**config.mk**
```make
export PLATFORM = sky130hd
export DESIGN_NAME = keypad_scanner
export DESIGN_NICKNAME = d
export VERILOG_FILES = /design/src/rtl/keypad_scanner_pkg.sv /design/src/rtl/sync_2ff.sv /design/src/rtl/keypad_scanner.sv
export SDC_FILE = /design/constraint.sdc
export NUM_CORES = 1
export LEC_CHECK = 0
export BUFFER_PORTS_ARGS = -buffer_cell sky130_fd_sc_hd__clkbuf_2
export CORE_MARGIN = 2
export CORE_UTILIZATION = 60
export CTS_BUF_LIST = sky130_fd_sc_hd__clkbuf_2 sky130_fd_sc_hd__clkbuf_4 sky130_fd_sc_hd__clkbuf_8
export CTS_CLUSTER_DIAMETER = 50
export DETAILED_ROUTE_END_ITERATION = 10
export PLACE_DENSITY = 0.81
export SYNTH_ARGS = -nofsm -noshare
export SYNTH_HDL_FRONTEND = slang
export SYNTH_SLANG_ARGS = --single-unit
export TNS_END_PERCENT = 5
```
**constraint.sdc**
```tcl
create_clock -name clk -period 3.7 [get_ports clk]
set_input_delay 0.185 -clock clk [delete_from_list [all_inputs] [get_ports clk]]
set_output_delay 0.185 -clock clk [all_outputs]
set_load 0.005 [all_outputs]
```
**src/rtl/keypad_scanner_pkg.sv**
```systemverilog
`default_nettype none
// ============================================================================
// Module   : keypad_scanner_pkg
// Brief    : Shared FSM states, key codes and key-mapping helpers for the
//            4x3 matrix keypad scanner.
// Revision : 1.0 - initial release
// ============================================================================
package keypad_scanner_pkg;

    typedef enum logic [1:0] {
        ST_SCAN     = 2'd0,
        ST_DEBOUNCE = 2'd1,
        ST_HELD     = 2'd2,
        ST_RELEASE  = 2'd3
    } state_t;

    localparam logic [3:0] KEY_STAR  = 4'd10;
    localparam logic [3:0] KEY_HASH  = 4'd11;
    localparam logic [3:0] ROWS_IDLE = 4'b1111;

    // Rows 0..2 carry digits 1..9 in reading order; row 3 is "* 0 #".
    function automatic logic [3:0] key_map(input logic [1:0] row, input logic [1:0] col);
        logic [3:0] code;
        if (row == 2'd3) begin
            case (col)
                2'd0:    code = KEY_STAR;
                2'd1:    code = 4'd0;
                default: code = KEY_HASH;
            endcase
        end else begin
            code = {2'b00, row} * 4'd3 + {2'b00, col} + 4'd1;
        end
        return code;
    endfunction

    function automatic logic [9:0] digit_onehot(input logic [3:0] code);
        return (code < 4'd10) ? (10'd1 << code) : 10'd0;
    endfunction

    function automatic logic single_low(input logic [3:0] rows);
        logic [2:0] n;
        n = 3'd0;
        for (int i = 0; i < 4; i++) begin
            n = n + {2'b00, ~rows[i]};
        end
        return (n == 3'd1);
    endfunction

    function automatic logic [1:0] low_index(input logic [3:0] rows);
        logic [1:0] idx;
        idx = 2'd0;
        for (int i = 3; i >= 0; i--) begin
            if (!rows[i]) begin
                idx = 2'(i);
            end
        end
        return idx;
    endfunction

    function automatic logic [2:0] col_drive(input logic [1:0] col);
        return ~(3'b001 << col);
    endfunction

    function automatic logic [1:0] next_col(input logic [1:0] col);
        return (col == 2'd2) ? 2'd0 : col + 2'd1;
    endfunction

endpackage
`default_nettype wire

```
**src/rtl/sync_2ff.sv**
```systemverilog
`default_nettype none
// ============================================================================
// Module   : sync_2ff
// Brief    : Two-flop synchronizer for asynchronous level inputs.
// Revision : 1.0 - initial release
// ============================================================================
module sync_2ff #(
    parameter int               WIDTH     = 4,
    parameter logic [WIDTH-1:0] RESET_VAL = '1
) (
    input  logic             clk,
    input  logic             rst,
    input  logic [WIDTH-1:0] d,
    output logic [WIDTH-1:0] q
);

    logic [WIDTH-1:0] meta;

    always_ff @(posedge clk) begin
        if (rst) begin
            meta <= RESET_VAL;
            q    <= RESET_VAL;
        end else begin
            meta <= d;
            q    <= meta;
        end
    end

endmodule
`default_nettype wire

```
**src/rtl/keypad_scanner.sv**
```systemverilog
`default_nettype none
// ============================================================================
// Module   : keypad_scanner
// Brief    : Scans a 4x3 matrix keypad, debounces presses/releases and
//            drives the one-hot digit bus plus key code and valid pulse.
// Revision : 1.0 - initial release
// ============================================================================
module keypad_scanner
    import keypad_scanner_pkg::*;
#(
    parameter int DEBOUNCE_CYC = 20,
    parameter int COL_DWELL    = 4
) (
    input  logic       clk,
    input  logic       rst,
    input  logic [3:0] key_row,
    output logic [2:0] key_col,
    output logic [9:0] keypad,
    output logic [3:0] key_code,
    output logic       key_valid
);

    localparam int               PHASE_W    = $clog2(COL_DWELL);
    localparam logic [PHASE_W-1:0] PHASE_LAST = PHASE_W'(COL_DWELL - 1);
    localparam logic [PHASE_W-1:0] PHASE_ONE  = PHASE_W'(1);
    localparam logic [7:0]       DEB_LAST   = 8'(DEBOUNCE_CYC);

    logic [3:0]         row_s;
    state_t             state,    state_n;
    logic [1:0]         col_idx,  col_idx_n;
    logic [PHASE_W-1:0] phase,    phase_n;
    logic [7:0]         cnt,      cnt_n;
    logic [1:0]         cand_row, cand_row_n;
    logic [1:0]         cand_col, cand_col_n;
    logic [9:0]         keypad_n;
    logic [3:0]         key_code_n;
    logic               key_valid_n;
    logic [3:0]         cand_pattern;
    logic [3:0]         cand_code;
    logic [7:0]         cnt_inc;

    sync_2ff #(
        .WIDTH     (4),
        .RESET_VAL (4'b1111)
    ) u_row_sync (
        .clk (clk),
        .rst (rst),
        .d   (key_row),
        .q   (row_s)
    );

    assign cand_pattern = ~(4'b0001 << cand_row);
    assign cand_code    = key_map(cand_row, cand_col);
    assign cnt_inc      = (cnt == 8'hFF) ? cnt : cnt + 8'd1;

    always_ff @(posedge clk) begin
        if (rst) begin
            state     <= ST_SCAN;
            col_idx   <= 2'd0;
            phase     <= '0;
            cnt       <= 8'd0;
            cand_row  <= 2'd0;
            cand_col  <= 2'd0;
            key_col   <= 3'b110;
            keypad    <= 10'd0;
            key_code  <= 4'd0;
            key_valid <= 1'b0;
        end else begin
            state     <= state_n;
            col_idx   <= col_idx_n;
            phase     <= phase_n;
            cnt       <= cnt_n;
            cand_row  <= cand_row_n;
            cand_col  <= cand_col_n;
            key_col   <= col_drive(col_idx_n);
            keypad    <= keypad_n;
            key_code  <= key_code_n;
            key_valid <= key_valid_n;
        end
    end

    // col_idx only moves in SCAN or on the way back to it, so the column
    // drive stays frozen on the candidate through DEBOUNCE/HELD/RELEASE.
    always_comb begin
        state_n     = state;
        col_idx_n   = col_idx;
        phase_n     = phase;
        cnt_n       = cnt;
        cand_row_n  = cand_row;
        cand_col_n  = cand_col;
        keypad_n    = keypad;
        key_code_n  = key_code;
        key_valid_n = 1'b0;

        case (state)
            ST_SCAN: begin
                if (phase == PHASE_LAST) begin
                    phase_n = '0;
                    if (single_low(row_s)) begin
                        cand_row_n = low_index(row_s);
                        cand_col_n = col_idx;
                        cnt_n      = 8'd1;
                        state_n    = ST_DEBOUNCE;
                    end else begin
                        col_idx_n = next_col(col_idx);
                    end
                end else begin
                    phase_n = phase + PHASE_ONE;
                end
            end

            ST_DEBOUNCE: begin
                if (row_s == cand_pattern) begin
                    cnt_n = cnt_inc;
                    if (cnt_inc == DEB_LAST) begin
                        state_n     = ST_HELD;
                        key_code_n  = cand_code;
                        key_valid_n = 1'b1;
                        keypad_n    = digit_onehot(cand_code);
                    end
                end else begin
                    state_n   = ST_SCAN;
                    col_idx_n = next_col(cand_col);
                    phase_n   = '0;
                end
            end

            ST_HELD: begin
                if (row_s == ROWS_IDLE) begin
                    state_n = ST_RELEASE;
                    cnt_n   = 8'd1;
                end
            end

            ST_RELEASE: begin
                if (row_s == ROWS_IDLE) begin
                    cnt_n = cnt_inc;
                    if (cnt_inc == DEB_LAST) begin
                        keypad_n  = 10'd0;
                        state_n   = ST_SCAN;
                        col_idx_n = next_col(cand_col);
                        phase_n   = '0;
                    end
                end else begin
                    state_n = ST_HELD;
                end
            end

            default: begin
                state_n = ST_SCAN;
            end
        endcase
    end

endmodule
`default_nettype wire

```
## Word level (Yosys, flattened, before mapping)

Index checks and enable logic that the tools add are counted.

- $add $sub $neg: 9
- Multipliers: 1
- Order comparisons: 1
- Equal/unequal tests: 23
- Shift-type cells: 3
- Multiplexer cells: 40
- Bitwise logic cells: 8
- Reduce and logical (&&, ||, !) cells: 11

Operators with widths:

| operator | count |
|---|---|
| $mux 10 | 5 |
| $mux 8 | 6 |
| $mux 2 | 21 |
| $pmux 8 s4 | 1 |
| $pmux 10 s2 | 1 |
| $ne 2x2->1 const B | 8 |
| $reduce_and 5->1 | 3 |
| $eq 2x2->1 const B | 6 |
| $pmux 2 s3 | 2 |
| $shl 1x4->10 const A | 1 |
| $add 8x1->8 const B | 1 |
| $eq 8x5->1 const B | 1 |
| $eq 8x8->1 const B | 1 |
| $pmux 2 s4 | 1 |
| $pmux 4 s2 | 1 |
| $add 2x1->2 const B | 3 |
| $ne 3x3->1 const B | 2 |
| $not 1->1 | 6 |
| $reduce_and 3->1 | 2 |
| $add 4x1->4 const B | 1 |
| $add 4x2->4 | 1 |
| $eq 2x1->1 const B | 2 |
| $eq 4x4->1 | 1 |
| $eq 4x4->1 const B | 1 |
| other kinds (17) | 18 |

- Register bits: 44
- Input bits: 6
- Output and inout port bits: 18

## Depth between registers and ports, before layout

- Word-level depth: 10
- Gate-level depth with buffers: 12
- Gate-level depth less buffers: 11

## Cells and area by module

A second synthesis with hierarchy kept.

- Cell total of the unflattened synthesis: 300
- Area, all modules: 2508.7 um2

By module, submodules not included:

| module | instances | cells an instance | area each (um2) | sequential area each (um2) |
|---|---|---|---|---|
| keypad_scanner | 1 | 284 | 2298.5 | 720.7 |
| sync_2ff | 1 | 16 | 210.2 | 160.2 |

## Least setup slack after synthesis

OpenSTA, ideal clock, no wires.

- Kind: reg2reg
- From: register u_row_sync.q[0]
- To: register key_col[2]
- Library setup time: 0.127 ns
- Arrival: 2.607 ns
- Path slack: 0.966 ns
- Stages on the path, launching flop included: 12
- Buffers on the path: 0
- Period minus slack after synthesis: 2.734 ns
- Cell sequence: dfxtp_1 > fa_1 > inv_1 > ha_1 > ha_1 > nor3b_1 > or3_1 > o21ai_0 > a22oi_1 > o22a_1 > o21ai_0 > or3_1

- Longest elaborated chain between the ends: 10
- Elaborated cells between the ends (all ways): 14
- Classes of those cells: add/sub (3); eq/ne (3); shift (1); mux (5); bitwise (2)

Ends and longest elaborated chain:

| what | RTL line | source |
|---|---|---|
| start: declaration | sync_2ff.sv:14 | `output logic [WIDTH-1:0] q` |
| start signal: assignment | sync_2ff.sv:25 | `q <= meta;` |
| $not 1->1 | keypad_scanner_pkg.sv:44 | `n = n + {2'b00, ~rows[i]};` |
| $add 1x1->2 | keypad_scanner_pkg.sv:44 |  |
| $add 2x1->3 | keypad_scanner_pkg.sv:44 |  |
| $add 3x1->3 | keypad_scanner_pkg.sv:44 |  |
| $eq 3x1->1 | keypad_scanner_pkg.sv:46 | `return (n == 3'd1);` |
| $mux 2 | keypad_scanner.sv:99 | `if (single_low(row_s)) begin` |
| $mux 2 | keypad_scanner.sv:97 | `if (phase == PHASE_LAST) begin` |
| $pmux 2 s3 (*) | keypad_scanner.sv:95 | `case (state)` |
| $shl 1x2->3 (*) | keypad_scanner_pkg.sv:61 | `return ~(3'b001 << col);` |
| $not 3->3 (*) | keypad_scanner_pkg.sv:61 |  |
| end signal: assignment | keypad_scanner.sv:75 | `key_col <= col_drive(col_idx_n);` |
| end: declaration | keypad_scanner.sv:17 | `output logic [2:0] key_col,` |

Mark *: on every way between the ends. The rest lies on a longest branch, timed or not.
A chain may end at the register's enable or synchronous reset.

## Worst setup path in the final report

Same ends and word-level chain as after synthesis.

==> results <==
- For met3 alone, demand over resource in global routing was 5.03%.
- The min-delay analysis places its worst path in the category input pin to flop.
- STA puts the critical path data required time at 3880 ps.
- The max-slew headroom at the worst pin is 49.8%.
- The worst register-to-register path begins at u_row_sync.q[0]$_SDFF_PP1_.
- In this run the cell area of the synthesized design comes to 2510 µm².
- The combinational cell fraction of total power is 23.1%.
- The predominant post-synthesis flop cell is sky130_fd_sc_hd__dfxtp_1.
- From synthesis to final layout, the design area changed by 8.87%.
- Traced cell by cell, the critical path runs through fa_1, inv_1, ha_1, ha_1, nor3b_1, or3_1, o21ai_0, a22oi_1, o22a_1, o21ai_0, or3_1.
- In this run the horizontal extent of the chip is 68.7 µm.
- In this run, post-CTS repair resized a total of 0 instances.
- The run finished with clean final reports.
- The category of the critical setup timing path is flop to flop.
- The mean instance size in the synthesized netlist is 8.40 µm².
- After technology mapping, the gate count stands at 299.
- The via count of the first global-routing pass is 1880.
- The worst hold path begins at key_row[0].
- The switching share of power is 30.2%.
- The part of the power in registers is 45.9%.
- The register area is 881 µm².
- The clock drives 44 sinks.
- STA classifies the critical path endpoint as a flop.
- By area the synthesized netlist is led by sky130_fd_sc_hd__dfxtp_1 (35%), sky130_fd_sc_hd__ha_1 (8.0%), sky130_fd_sc_hd__a21oi_1 (5.8%), sky130_fd_sc_hd__nor2_1 (4.6%), sky130_fd_sc_hd__nand2_1 (4.0%).
- In this run the worst path has a maximum fanout of 5.
- The fmax is 341 MHz.
- The total of hold buffers inserted after clock tree synthesis is 0.
- Of the synthesized area, sequential elements account for 35.1%.
- Counting instances in the post-synthesis netlist gives the leading cell types as sky130_fd_sc_hd__dfxtp_1 (44), sky130_fd_sc_hd__nor2_1 (31), sky130_fd_sc_hd__a21oi_1 (29).
- The setup-violating endpoint count in the final report is 0.
- The overall fraction of global-route tracks in use is 24.0%.
- The first global-routing pass estimated 8630 µm of wire.
- Summing the areas of all xor and xnor instances in the mapped netlist gives 2.09% of the synthesized area.
- The layer flagged by global routing as most heavily used is met2.
- The portion of netlist area occupied by mux cells is 4.93%.
- During placement, the flow inserted port buffers numbering 23.
- The final critical path takes up 79.2% of the cycle.
- Before CTS, the worst setup slack after placement is 794 ps.
- The area share of fa/ha/maj cells after synthesis is 10.4%.
- The clock network power share is 31.0%.
- The die outline area is 4720 µm².
- Yosys mapped the design onto 52 distinct sky130hd cell types.
- The net count after synthesis is 324.
- After synthesis, the largest family of logic cells by area is simple AND/OR/NAND/NOR gates.
- The antenna violation net count after detailed routing is 0.
- The final-report hold violation count is 0.
- The most repeated cell in the gate-level netlist after synthesis is sky130_fd_sc_hd__dfxtp_1.
- The number of antenna diodes in the final layout is 0.
- The height of the die is 68.7 µm.
- Setup repair after global routing left no endpoint under its margin.
- The clock tree from TritonCTS is built.
- For this design the ratio of total power to cell area is 428 nW/µm².
- Routability-driven placement finished with a final weighted congestion of 0.897.
- On the critical path the largest part of the delay comes from adder cells.
- On the critical path, the stage with the largest delay is an instance of sky130_fd_sc_hd__fa_1.
- After global routing the overflow that remains totals 0.
- Counting flops with an async set or reset pin after synthesis yields a share of 0%.
- The core box area is 4000 µm².
- Internal power comes to 0.817 mW.
- The number of fillers in the final layout is 346.
- The maximum number of pins on one net before global-route repair is 40.
- The detailed router's first-iteration violation count is 128.
- The number of buffers on the longest clock path is 2.
- For met2 alone, demand over resource in global routing was 39.7%.
- The post-layout worst setup margin is 770 ps.
- The setup skew after layout is 6.88 ps.
- Together, buffers and inverters on the worst path number 1.
- The wire-length estimate of the detail-placed layout is 3640 µm.
- Total power for the finished layout comes to 1.17 mW.
- The kind of start point of the critical path is a flop.
- Summed over all cells, the static leakage comes to 1.12 nW.
- The number of vias per cell after detailed routing is 5.77.
- The multi-input combinational cells in the finished layout cover a total of 1500 µm².
- Global routing consumed, on the met1 layer, 32.0% of the routing resources.
- After clock tree synthesis, the clock-pin slew on the worst setup and hold paths is 80 ps.
- Summing the areas of all compound-gate instances in the mapped netlist gives 17.5% of the synthesized area.
- The post-layout net count is 341.
- Across the VDD grid, the largest voltage drop is 0.313 mV.
- The total count of max-transition violations in the final report is 0.
- The worst-case register-to-register setup slack is 770 ps.
- Clock tree synthesis inserted a total of 5 buffers.
- The switching power of the nets is 0.354 mW.
- The simple-gate portion of the synthesized area is 24.7%.
- In the final layout, the share of cells above drive strength 1 is 15.1%.
- The initial utilization of the core area, before any placement, comes to 62.8%.
- The detailed-route DRC error count is 0.
- The number of setup buffers added after CTS is 0.
- The final layout contains routed wiring with a total length of 5080 µm.
- The count of maximum capacitance violations is 0.
- In the final routed layout, each cell accounts on average for 13.8 µm.
- The count of flip-flops with a built-in enable after synthesis is 0.
- The worst path needs 2930 ps of the cycle, external delays included.
- The area share of the largest cell type after synthesis is 35.1%.
- The later-pin clock latency in the skew report is 290 ps.
- For the worst setup path, the data arrival time is 3110 ps.
- In this run the critical register-to-register path is captured at key_col[2]$_SDFF_PP1_.
- The first TritonRoute pass finished after 4 iterations.
- Cells fill 68.3% of the core in the end.
- The flop and latch count out of synthesis is 44.
- The transition time at the pin with the least slew margin is 752 ps.
- The minimum hold slack is 70.0 ps.
- The H-tree depth reported by CTS is 2.
- During synthesis, Yosys emitted a total of 0 warnings.
- The initialized floorplan defines 23 standard-cell rows.
- The final setup TNS is 0 ps.
- For this run, the slowest stage of the critical path takes 550 ps.
- The initial antenna violation count came to 0.
- Across all layers, the routed design uses 2118 vias.
- Counting cells, the worst reg-to-reg path comes to 11.
- The tree is rooted in a sky130_fd_sc_hd__clkbuf_8.
- sky130_fd_sc_hd__dfxtp_1 takes more of the synthesized area than any other cell.
- Counting instances, the worst hold path has a depth of 2.
- The top-level port count is 24.
- For hold timing, the worst endpoint is u_row_sync.meta[0]$_SDFF_PP1_.
-- layout make-up --
type / count / share of cell area (%)
Clock buffer: 5 / 2.52
Inverter: 18 / 2.47
Sequential cell: 44 / 32.2
Timing Repair Buffer: 23 / 4.21
Clock inverter: 3 / 1.56
Multi-Input combinational cell: 224 / 54.7
Tap cell: 50 / 2.29
-- metrics by stage --
| stage | instance area (µm²) | instances |
|---|---|---|
| after detailed placement | 2620 | 359 |
| after global routing | 2730 | 367 |
| final | 2730 | 367 |
| after floorplan | 2510 | 299 |
| after CTS | 2730 | 367 |
| after global placement | 2620 | 359 |
-- registers in the layout, summed over array words and instances, names as in the netlist --
name             flops
key_code             4
cand_col             2
phase                2
cand_row             2
state                2
key_valid            1
cnt                  8
key_col              3
u_row_sync.q         4
keypad              10
u_row_sync.meta      4
col_idx              2
-- power groups by stage --
stage | registers (mW) | clock network (mW) | logic [mW]
final | 0.537 | 0.363 | 0.271
after global routing | 0.542 | 0.393 | 0.309
after CTS | 0.537 | 0.373 | 0.269
after detailed placement | 0.548 | 0 | 0.265
after global placement | 0.546 | 0 | 0.263
after floorplan | 0.543 | 0 | 0.209
-- metal layers --
layer  wire [µm]  vias to the layer above
met3         268                        7
met5           0                        -
met4          60                        0
li1            -                     1074
met1        2300                      979
met2        2450                       58
-- cells by family after synthesis --
kind of cell,Yosys count
flip-flops,44
XOR/XNOR,6
AO/OA/AOI/OAI,71
buffers and inverters,31
AND/OR/NAND/NOR,116
adder cells (fa/ha/maj),19
multiplexers,12
-- cells in the final DEF (no fill, tap or decap), drive strengths merged, types with 2 or more instances in the layout --
master  count
ha         16
or3        12
clkbuf     28
nand3b      2
a211oi      5
dfxtp      44
and3        7
nand2b      5
nand2      28
nor2       31
nand3       8
or2         8
a22oi       3
mux2i       9
o211ai      2
nor4        3
mux2        3
a21o        3
o21ai      17
nor3        6
inv        18
a21oi      30
fa          3
xnor2       5
-- worst max path at each step --
stage / start / to / cells after the start
after detailed placement: u_row_sync.q[0]$_SDFF_PP1_ / cnt[1]$_SDFFE_PP0P_ / 11
after floorplan: u_row_sync.q[0]$_SDFF_PP1_ / key_col[2]$_SDFF_PP1_ / 11
after global routing: u_row_sync.q[0]$_SDFF_PP1_ / cnt[5]$_SDFFE_PP0P_ / 11
final: u_row_sync.q[0]$_SDFF_PP1_ / key_col[2]$_SDFF_PP1_ / 11
after CTS: u_row_sync.q[0]$_SDFF_PP1_ / cnt[1]$_SDFFE_PP0P_ / 11
after global placement: u_row_sync.q[0]$_SDFF_PP1_ / key_col[2]$_SDFF_PP1_ / 11
Note: power is estimated with default switching activity, not from simulation.
